`src/rtl/pd_emitter_drive_pkg.sv`:
```
// Shared definitions for the emitter drive block.
//   Frame geometry: 2^PBITS clk cycles per frame. A delay code D places a
//   pulse start at phase D << DLY_SHIFT, so the delay quantum is 16 cycles
//   and the phase scale matches the receiver's counter[13:4].
//   state_t    : top-level sequencer states
//   chan_cfg_t : per-channel delay code plus enable bit
package pd_emitter_drive_pkg;

  localparam int NCH       = 5;
  localparam int PBITS     = 14;
  localparam int DBITS     = 10;
  localparam int WBITS     = 8;
  localparam int FBITS     = 16;
  localparam int DLY_SHIFT = PBITS - DBITS;

  typedef enum logic [1:0] {
    IDLE = 2'd0,
    RUN  = 2'd1,
    DONE = 2'd2
  } state_t;

  typedef struct packed {
    logic [DBITS-1:0] delay;
    logic             mask;
  } chan_cfg_t;

endpackage

```
`src/rtl/pd_emitter_chan.sv`:
```
// One emitter channel: start compare, width down-counter and frame-boundary
// truncation, with a registered led output.
//   clk, rst  : clock, synchronous active-high reset
//   phase     : frame phase of the cycle the registered led will be shown on
//   delay     : delay code; pulse starts at phase == delay << DLY_SHIFT
//   width     : pulse width in cycles (0 = channel silent)
//   enable    : channel may drive during that cycle (running and unmasked)
//   boundary  : that cycle is phase 0 of a frame
//   led       : registered emitter drive
module pd_emitter_chan
  import pd_emitter_drive_pkg::*;
(
  input  logic             clk,
  input  logic             rst,
  input  logic [PBITS-1:0] phase,
  input  logic [DBITS-1:0] delay,
  input  logic [WBITS-1:0] width,
  input  logic             enable,
  input  logic             boundary,
  output logic             led
);

  logic [WBITS-1:0] remain;
  logic             hit;

  assign hit = (phase == {delay, {DLY_SHIFT{1'b0}}}) && (width != '0);

  // A start at phase 0 is tested before the boundary clear so that a
  // delay-0 pulse is not swallowed by the truncation of the previous one.
  always_ff @(posedge clk) begin
    if (rst || !enable) begin
      led    <= 1'b0;
      remain <= '0;
    end else if (hit) begin
      led    <= 1'b1;
      remain <= width - WBITS'(1);
    end else if (boundary) begin
      led    <= 1'b0;
      remain <= '0;
    end else if (remain != '0) begin
      led    <= 1'b1;
      remain <= remain - WBITS'(1);
    end else begin
      led    <= 1'b0;
    end
  end

endmodule

```
`src/rtl/pd_emitter_drive.sv`:
```
// Emitter drive sequencer: runs a fixed 2^PBITS-cycle frame and drives NCH
// emitter outputs, each with a programmable start phase and a common width.
//   clk, rst   : clock, synchronous active-high reset
//   en         : run enable; dropping it stops at the next frame boundary
//   start      : one-cycle start strobe, honoured only in IDLE
//   n_frames   : frames per run, 0 = continuous
//   cfg_delays : packed delay codes, channel i at [i*DBITS +: DBITS]
//   cfg_width  : pulse width in cycles, all channels
//   cfg_mask   : per-channel enable
//   cfg_load   : one-cycle strobe capturing cfg_* into the pending copy
//   cfg_ack    : one-cycle pulse on the first cycle the pending copy is active
//   led        : registered emitter drive
//   sync       : phase 0 marker while running
//   phase      : frame phase, aligned with led
//   busy       : running
//   done       : one-cycle pulse after the last frame of a counted run
//   dbg_state  : sequencer state (state_t encoding)
//
// Config handshake: cfg_load is a fire-and-forget strobe with no back
// pressure; every load overwrites the pending copy. The pending copy becomes
// active in IDLE on the first cycle without a fresh load (or at a start),
// and in RUN only at a frame boundary. cfg_ack marks the first cycle the
// new values are in effect; back-to-back loads yield a single ack.
module pd_emitter_drive
  import pd_emitter_drive_pkg::*;
(
  input  logic                 clk,
  input  logic                 rst,
  input  logic                 en,
  input  logic                 start,
  input  logic [FBITS-1:0]     n_frames,
  input  logic [NCH*DBITS-1:0] cfg_delays,
  input  logic [WBITS-1:0]     cfg_width,
  input  logic [NCH-1:0]       cfg_mask,
  input  logic                 cfg_load,
  output logic                 cfg_ack,
  output logic [NCH-1:0]       led,
  output logic                 sync,
  output logic [PBITS-1:0]     phase,
  output logic                 busy,
  output logic                 done,
  output logic [1:0]           dbg_state
);

  state_t                state, state_nxt;
  logic [PBITS-1:0]      phase_nxt;
  logic [FBITS-1:0]      frame_cnt, frame_cnt_nxt;
  logic                  cont, cont_nxt;
  logic                  wrap, apply, run_nxt, boundary_nxt;

  chan_cfg_t [NCH-1:0]   act_chan, act_chan_nxt, pend_chan, load_chan;
  logic [WBITS-1:0]      act_width, act_width_nxt, pend_width;
  logic                  pend_valid;

  assign wrap = (state == RUN) && (phase == '1);

  always_comb begin
    load_chan = '0;
    for (int i = 0; i < NCH; i++) begin
      load_chan[i].delay = cfg_delays[i*DBITS +: DBITS];
      load_chan[i].mask  = cfg_mask[i];
    end
  end

  // Next-state logic. Pending config is folded into the next active value
  // here so the channels see the new delays on the very first cycle
  // they apply to.
  always_comb begin
    state_nxt     = state;
    frame_cnt_nxt = frame_cnt;
    cont_nxt      = cont;
    apply         = 1'b0;
    unique case (state)
      IDLE: begin
        if (start && en) begin
          state_nxt     = RUN;
          frame_cnt_nxt = n_frames;
          cont_nxt      = (n_frames == '0);
          apply         = pend_valid;
        end else begin
          // A load in flight supersedes the copy about to be applied.
          apply = pend_valid && !cfg_load;
        end
      end
      RUN: begin
        if (wrap) begin
          apply = pend_valid;
          if (!en) begin
            state_nxt = IDLE;
          end else if (!cont && (frame_cnt == FBITS'(1))) begin
            state_nxt = DONE;
          end else if (!cont) begin
            frame_cnt_nxt = frame_cnt - FBITS'(1);
          end
        end
      end
      DONE: begin
        state_nxt = IDLE;
      end
      default: begin
        state_nxt = IDLE;
      end
    endcase
  end

  assign run_nxt       = (state_nxt == RUN);
  assign phase_nxt     = (run_nxt && (state == RUN)) ? phase + PBITS'(1) : '0;
  assign boundary_nxt  = (phase_nxt == '0);
  assign act_chan_nxt  = apply ? pend_chan  : act_chan;
  assign act_width_nxt = apply ? pend_width : act_width;

  always_ff @(posedge clk) begin
    if (rst) begin
      state      <= IDLE;
      phase      <= '0;
      frame_cnt  <= '0;
      cont       <= 1'b0;
      act_chan   <= '0;
      act_width  <= '0;
      pend_chan  <= '0;
      pend_width <= '0;
      pend_valid <= 1'b0;
      cfg_ack    <= 1'b0;
    end else begin
      state     <= state_nxt;
      phase     <= phase_nxt;
      frame_cnt <= frame_cnt_nxt;
      cont      <= cont_nxt;
      act_chan  <= act_chan_nxt;
      act_width <= act_width_nxt;
      cfg_ack   <= apply;
      // A load coinciding with an apply lands after the old copy is taken.
      if (cfg_load) begin
        pend_chan  <= load_chan;
        pend_width <= cfg_width;
        pend_valid <= 1'b1;
      end else if (apply) begin
        pend_valid <= 1'b0;
      end
    end
  end

  for (genvar i = 0; i < NCH; i++) begin : g_chan
    pd_emitter_chan u_chan (
      .clk      (clk),
      .rst      (rst),
      .phase    (phase_nxt),
      .delay    (act_chan_nxt[i].delay),
      .width    (act_width_nxt),
      .enable   (run_nxt && act_chan_nxt[i].mask),
      .boundary (boundary_nxt),
      .led      (led[i])
    );
  end

  assign busy      = (state == RUN);
  assign done      = (state == DONE);
  assign sync      = busy && (phase == '0);
  assign dbg_state = state;

endmodule

```
`config.mk`:
```
export PLATFORM = sky130hd
export DESIGN_NAME = pd_emitter_drive
export DESIGN_NICKNAME = d
export VERILOG_FILES = /design/src/rtl/pd_emitter_drive_pkg.sv /design/src/rtl/pd_emitter_chan.sv /design/src/rtl/pd_emitter_drive.sv
export SDC_FILE = /design/constraint.sdc
export NUM_CORES = 1
export LEC_CHECK = 0
export ABC_CLOCK_PERIOD_IN_PS = 6100
export CAP_MARGIN = 10
export CORE_MARGIN = 4
export CORE_UTILIZATION = 45
export CTS_BUF_LIST = sky130_fd_sc_hd__clkbuf_4 sky130_fd_sc_hd__clkbuf_8
export DETAILED_ROUTE_END_ITERATION = 12
export DONT_BUFFER_PORTS = 1
export PLACE_DENSITY_LB_ADDON = 0.25
export REMOVE_ABC_BUFFERS = 1
export SYNTH_ARGS = -nofsm -noshare
export SYNTH_HDL_FRONTEND = slang
export SYNTH_SLANG_ARGS = --single-unit
export TNS_END_PERCENT = 20
```
`constraint.sdc`:
```
create_clock -name clk -period 6.1 [get_ports clk]
set_input_delay 1.22 -clock clk [delete_from_list [all_inputs] [get_ports clk]]
set_output_delay 1.22 -clock clk [all_outputs]
set_load 0.005 [all_outputs]
```
==> out/metrics.csv, run 1 <==
stage,metric,value,unit
layout,area growth from synthesis to layout,9.40,%
worst_setup_path,Critical path buffers and inverters,2,
drt,final wirelength,26.8,mm
grt,met3 usage,4.11,%
worst_setup_path,Top Family by Delay on Critical Path,simple AND/OR/NAND/NOR gates,
layout,Final #Nets,1321,
placed_design,dpl hpwl,18.4,mm
clock_tree,hold buffers post-CTS,0,
layout,diode count,0,
worst_setup_path,CP startpoint kind,flop,
worst_setup_path,crit-path cells,"ha_1, nand3_1, or4_1, buf_4, o21ai_4, nand2_4, mux2i_1, buf_4, ha_1, nor4b_1, nand2_1, a21oi_1, a221oi_2, o2111ai_1, nor4_1, nand3_1, a21boi_0",
timing,Tcrit/Tclk final,77.5,%
clock_tree,TritonCTS clock tree,done,
placed_design,GP Congestion,0.826,
worst_setup_path,Worst Path Arrival,5.16,ns
layout,filler cell count,2235,
worst_setup_path,launch point of the worst reg-to-reg path,phase[1]$_SDFF_PP0_,
worst_setup_path,Worst Setup End Kind,flop,
synthesis,most common library cells after synthesis,"206 x dfxtp_1, 182 x nor2_1, 137 x mux2i_1",
timing,fin crit period,4.73,ns
synthesis,mux cell area share after synthesis,13.2,%
synthesis,ranking of synthesized cells by area,"dfxtp_1 39%, mux2i_1 13%, nor2_1 6.5%, xnor2_1 4.8%, nand2_1 4.3%",
clock_tree,clk sinks,206,
timing,final hold slack,0.482,ns
grt,largest net degree at the start of global routing,154,
clock_tree,clock buffer depth,3,
timing,RSZ-0062 raised after global routing,false,
drt,drt drc,0,
pwr,Max IR drop VDD,0.188,mV
clock_tree,postcts setup bufs,0,
grt,GRT Residual Overflow,0,
synthesis,post-synth cell types,64,
synthesis,most common cell in the netlist,dfxtp_1,
synthesis,Most used DFF post-synth,dfxtp_1,
drt,post-DR vias/cell,5.48,
clock_tree,total CTS buffers,38,
flow_run,max cap viols,0,
outcome,status,completed,
timing,Final Hold Vio Count,0,
synthesis,largest family of logic cells by synthesized area,simple AND/OR/NAND/NOR gates,
pwr,leakage,4.76,nW
placed_design,placed cells,1494,
worst_hold_path,Min-Delay Path Class,flop to flop,
clock_tree,Clock transition at path regs,0.06,ns
clock_tree,cts repair resizes,0,
layout,Reg area,4120,um2
synthesis,Yosys reg bits,206,
grt,number of global-route vias before repair,8204,
drt,DR iter-0 viols,568,
timing,fmax,0.211,GHz
grt,M1 GR Usage,28.7,%
worst_setup_path,crit path kind,flop to flop,
timing,slew margin rel.,34.8,%
drt,vias,8551,
layout,area of the multi-input gates,5990,um2
timing,Slew @ Worst Pin,0.971,ns
grt,met2 GRT Util,30.9,%
synthesis,sequential share of the synthesized area,39.1,%
synthesis,Mapped Area,10600,um2
drt,First-pass DRT Iterations,7,
synthesis,Synth Area in XOR/XNOR,8.21,%
layout,non-filler instance count after layout,1561,
worst_hold_path,hold path startpoint,frame_cnt[1]$_SDFFE_PP0P_,
worst_setup_path,Worst path slowest cell,nand3_1,
layout,layout cells sized above 1,8.33,%
drt,post-route ant nets,0,
worst_setup_path,CP max stage delay,0.52,ns
die,die width,161,um
grt,initial antenna violation count,0,
worst_setup_path,CP required,6.53,ns
clock_tree,H-tree Lvls,2,
die,Starting Density,46.2,%
synthesis,Synth warnings,0,
grt,GR peak layer,met2,
timing,count of final setup violators,0,
synthesis,asr flop ratio synth,0,%
worst_setup_path,worst-path fanout max,17,
clock_tree,clk_lat worst skew,0.54,ns
timing,Pins Over Slew Limit,0,
pwr,P per Cell Area,279,nW/um2
die,Die ar.,26000,um2
grt,global router's overall resource usage,20.4,%
synthesis,Synth Area in Compound Gates,11.4,%
synthesis,leading area contributor after synthesis,dfxtp_1,
timing,worst clock skew,0.0226,ns
synthesis,Post-synth EDFFs,0,
die,num rows,55,
synthesis,Synth Area per Inst,8.50,um2
clock_tree,CTS Root Cell,clkbuf_8,
die,die span in y,161,um
placed_design,port buffer count,0,
drt,drt wl/cell,17.2,um
grt,first-pass GRT wire length,43.6,mm
synthesis,Synth Instances,1242,
die,core area,22800,um2
synthesis,Adder-Cell Fraction of Synth Area,1.90,%
synthesis,Synth top area share,39.1,%
die,I/O pin count,109,
timing,setup TNS,0,ns
worst_setup_path,CP startpoint,phase[1]$_SDFF_PP0_,
synthesis,simple-gate area share of the yosys netlist,21.9,%
cell families after synthesis:
group                      after synthesis
DFF                                    206
muxes                                  139
AOI/OAI and AO/OA                      185
adders and majority gates               16
buffers and inverters                  103
and+or+nand+nor                        494
xor gates and xnor gates                99
routing by layer:
metal | wire length (um) | vias to the layer above
met5 | 0 | -
met4 | 780 | 0
met3 | 1540 | 59
met2 | 11600 | 207
met1 | 12900 | 4018
li1 | - | 4267
stage by stage:
stage	power (mW)	area, um2	utilization, %	setup WS, ns
4_1_cts	3.26	11500	50.5	1.39
3_3_place_gp	1.86	10700	47.0	1.09
6_report	3.23	11500	50.5	1.37
3_5_place_dp	1.86	10700	47.0	1.01
2_1_floorplan	1.74	10200	-	0.611
5_1_grt	3.37	11500	50.5	0.974
path summary, 6_finish.rpt:
kind	slack, ns	depth (start not counted)	to
worst min-delay path	0.48	2	frame_cnt[1]$_SDFFE_PP0P_
worst min register to register	0.48	2	frame_cnt[1]$_SDFFE_PP0P_
worst max register to register	1.37	17	g_chan[3].u_chan.led$_SDFF_PP0_
worst max-delay path	1.37	17	g_chan[3].u_chan.led$_SDFF_PP0_
flip-flops by register name, summed over array words and instances, names as in the netlist, 2 cells and up:
name,count
pend_width,8
g_chan.u_chan.remain,40
act_width,8
phase,14
act_chan,55
g_chan.u_chan.led,5
dbg_state,2
pend_chan,55
frame_cnt,16
layout by cell type, fill, tap and decap left out, types with 7 or more instances in the layout:
cell type and instances:
dfxtp_1 206, nor2_1 182, mux2i_1 137, nand2_1 120, xnor2_1 58, a21oi_1 49, clkbuf_8 49, nand3_1 48
o21ai_0 44, nor3_1 42, xor2_1 41, inv_1 22, buf_4 20, nor4_1 19, ha_1 16, nand2b_1 15
o211ai_1 15, clkbuf_4 14, o31ai_1 9, nor2b_1 8, and3_1 8, nand4_1 7, a22oi_1 7, o2111ai_1 7
o211a_1 7
final cells by class:
type	count	share of cell area (%)
Inverter	22	0.715
Clock inverter	4	0.249
Multi-Input combinational cell	933	51.9
Tap cell	313	3.39
Timing Repair Buffer	20	1.30
Sequential cell	206	35.7
Clock buffer	63	6.75
worst reg2reg max path, stage by stage (launching register included):
cell	delay (ns)
dfxtp_1	0.46
ha_1	0.30
nand3_1	0.22
or4_1	0.45
buf_4	0.22
o21ai_4	0.41
nand2_4	0.11
mux2i_1	0.14
buf_4	0.18
ha_1	0.22
nor4b_1	0.14
nand2_1	0.07
a21oi_1	0.04
a221oi_2	0.37
o2111ai_1	0.22
nor4_1	0.20
nand3_1	0.52
a21boi_0	0.37
power by group:
group / internal (mW) / switching (mW) / total [mW]
registers: 1.39 / 0.0361 / 1.43
clock network: 0.806 / 0.586 / 1.39
logic: 0.157 / 0.247 / 0.405
total: 2.36 / 0.870 / 3.23
Note: power is estimated with default switching activity, not from simulation.
==> run 2, diff against run 1 <==
Settings changed: ABC_CLOCK_PERIOD_IN_PS 6100 to 4800.
Clock period 6.1 ns to 4.8 ns, I/O delays scaled along.
==> run 2 against run 1 <==
  * Register-to-register slack got worse by 0.91 ns
  * Final area rose by 0.70%
  * Wire length up 1.4%
  * Clock power increased by 29%
  * Via count barely moved
  * Cell count grew 0.58%
  * Global-route usage is 0.26 points higher
  * Critical endpoint is now g_chan[4].u_chan.remain[0]$_SDFFE_PP0P_
==> out/metrics.csv, run 2 (same netlist as run 1, synthesis figures left out) <==
stage,metric,value,unit,change
outcome,status,completed,,
worst_setup_path,CP max stage delay,0.74,ns,+0.22 ns
die,Starting Density,46.2,%,unchanged
timing,slew margin rel.,39.0,%,+4.1 points
clock_tree,TritonCTS clock tree,done,,
clock_tree,clock buffer depth,3,,unchanged
layout,diode count,0,,unchanged
worst_setup_path,CP startpoint kind,flop,,
layout,Final Cell Area,11600,um2,+0.70%
worst_setup_path,Worst Setup End Kind,flop,,
flow_run,max cap viols,0,,unchanged
worst_setup_path,Worst path slowest cell,or4b_1,,
drt,post-route ant nets,0,,unchanged
grt,GRT Residual Overflow,0,,unchanged
grt,largest net degree at the start of global routing,154,,unchanged
grt,first-pass GRT wire length,44.2,mm,+1.3%
die,die span in y,161,um,unchanged
timing,count of final setup violators,0,,unchanged
timing,RSZ-0062 raised after global routing,false,,
die,I/O pin count,109,,unchanged
die,num rows,55,,unchanged
clock_tree,Clock transition at path regs,0.06,ns,about the same
drt,final wirelength,27.2,mm,+1.4%
pwr,P per Cell Area,356,nW/um2,+27%
placed_design,dpl cell area,10800,um2,+0.63%
worst_setup_path,CP required,5.18,ns,-1.35 ns
worst_setup_path,crit-path cells,"ha_1, nand3_1, or4_1, o21ai_4, nand2_4, mux2i_1, ha_1, nor4b_1, nand2_1, a21oi_1, a221oi_2, o21ai_0, nor3_1, or4b_1, mux2i_1",,
clock_tree,clk sinks,206,,unchanged
grt,initial antenna violation count,0,,unchanged
timing,Final Hold Vio Count,0,,unchanged
die,core area,22800,um2,unchanged
drt,drt drc,0,,unchanged
timing,Tcrit/Tclk final,90.4,%,+13 points
clock_tree,postcts setup bufs,0,,unchanged
placed_design,port buffer count,0,,unchanged
die,die width,161,um,unchanged
timing,Pins Over Slew Limit,0,,unchanged
grt,global router's overall resource usage,20.6,%,+0.26 points
worst_setup_path,Worst Path Arrival,4.72,ns,-0.44 ns
pwr,Sw Share,26.7,%,-0.29 points
worst_hold_path,Min-Delay Path Class,flop to flop,,
timing,Slew @ Worst Pin,0.916,ns,-0.0551 ns
layout,area of the multi-input gates,5990,um2,unchanged
pwr,clock power share,43.3,%,+0.2 points
pwr,sequential share of power,44.0,%,-0.3 points
drt,vias,8554,,+0.035%
placed_design,GP Congestion,0.860,,+4.1%
pwr,internal power,3.03,mW,+29%
layout,Reg area,4120,um2,unchanged
worst_setup_path,Top Family by Delay on Critical Path,simple AND/OR/NAND/NOR gates,,
worst_setup_path,Critical path buffers and inverters,0,,-2
layout,Final #Nets,1330,,+0.68%
drt,DR iter-0 viols,664,,+17%
pwr,total power,4.14,mW,+28%
clock_tree,H-tree Lvls,2,,unchanged
clock_tree,cts repair resizes,0,,unchanged
layout,most frequent cells in the layout,"206 x dfxtp_1, 182 x nor2_1, 137 x mux2i_1, 120 x nand2_1, 58 x xnor2_1",,
drt,drt wl/cell,17.3,um,+0.81%
grt,number of global-route vias before repair,8289,,+1.0%
clock_tree,CTS Root Cell,clkbuf_8,,
pwr,Max IR drop VDD,0.233,mV,+24%
layout,most common library cell in the layout ignoring fill and taps,dfxtp_1,,
timing,fin crit period,4.34,ns,-0.390 ns
pwr,combinational share of power,12.7,%,+0.2 points
layout,largest registers,"act_chan: 55 flops, pend_chan: 55 flops, g_chan.u_chan.remain: 40 flops",,
pwr,Switching Power,1.10,mW,+27%
placed_design,dpl hpwl,18.7,mm,+1.8%
layout,area growth from synthesis to layout,10.2,%,
worst_setup_path,worst-path fanout max,9,,-8
pwr,leakage,4.81,nW,+1.1%
timing,fmax,0.230,GHz,+9.0%
worst_setup_path,crit path kind,flop to flop,,
drt,post-DR vias/cell,5.45,,-0.54%
clock_tree,clk_lat worst skew,0.53,ns,about the same
die,Die ar.,26000,um2,unchanged
clock_tree,hold buffers post-CTS,0,,unchanged
layout,non-filler instance count after layout,1570,,+0.58%
placed_design,placed cells,1503,,+0.60%
clock_tree,total CTS buffers,38,,unchanged
timing,worst clock skew,0.0265,ns,+0.00391 ns
layout,layout cells sized above 1,8.99,%,+0.66 points
drt,First-pass DRT Iterations,5,,-2
layout,filler cell count,2209,,-1.2%
[run 2: changes by cell type in the layout (fill, tap and decap cells not counted)]
cell,change
bufinv_16,+1
buf_4,+9
clkinv_2,+1
clkbuf_4,-1
clkbuf_8,-1
[run 2: power by group through the flow]
| stage | Combinational, mW | Clock (mW) | Sequential [mW] |
|---|---|---|---|
| CTS | 0.527 | 1.84 | 1.82 |
| global placement | 0.516 | 0 | 1.85 |
| floorplan | 0.378 | 0 | 1.84 |
| global route | 0.579 | 1.92 | 1.82 |
| detailed placement | 0.525 | 0 | 1.85 |
| finish | 0.526 | 1.79 | 1.82 |
[run 2: per-stage QoR]
stage          setup slack [ns]  setup TNS (ns)  util (%)  hold slack [ns]
2_1_floorplan            -0.429           -4.36         -            0.444
3_3_place_gp              0.285               0      47.3            0.459
3_5_place_dp              0.201               0      47.3            0.469
4_1_cts                   0.455               0      50.9            0.478
5_1_grt                   0.149               0      50.9            0.484
6_report                  0.461               0      50.9            0.487
[run 2: final cells by class]
cell class / instances / share of cell area (%)
clock buffers: 61 / 6.52
clock inverters: 6 / 0.549
inverters: 22 / 0.710
multi-input cells: 933 / 51.5
flip-flops and latches: 206 / 35.5
well taps: 313 / 3.37
repair buffers: 29 / 1.87
[run 2: routing by layer]
layer | global-route usage (%) | up-vias | share of wire (%)
li1 | - | 4294 | -
met1 | 28.4 | 3951 | 47
met2 | 31.8 | 257 | 44
met3 | 4.57 | 52 | 6.4
met4 | 7.87 | 0 | 3.2
met5 | 0 | - | 0
[run 2: worst paths after layout]
kind	start	endpoint	slack, ns	cells after the start
max	phase[1]$_SDFF_PP0_	g_chan[4].u_chan.remain[0]$_SDFFE_PP0P_	0.46	15
min	act_chan[33]$_SDFF_PP0_	act_chan[33]$_SDFF_PP0_	0.49	2
max reg2reg	phase[1]$_SDFF_PP0_	g_chan[4].u_chan.remain[0]$_SDFFE_PP0P_	0.46	15
min reg2reg	act_chan[33]$_SDFF_PP0_	act_chan[33]$_SDFF_PP0_	0.49	2
[run 2: worst register-to-register path: cells and delay by family (launching register included)]
family                   cells  cell delay (ns)
AND/OR/NAND/NOR              7             2.02
flip-flops                   1             0.46
adder cells (fa/ha/maj)      2             0.51
multiplexers                 2             0.41
AO/OA/AOI/OAI                4             0.80
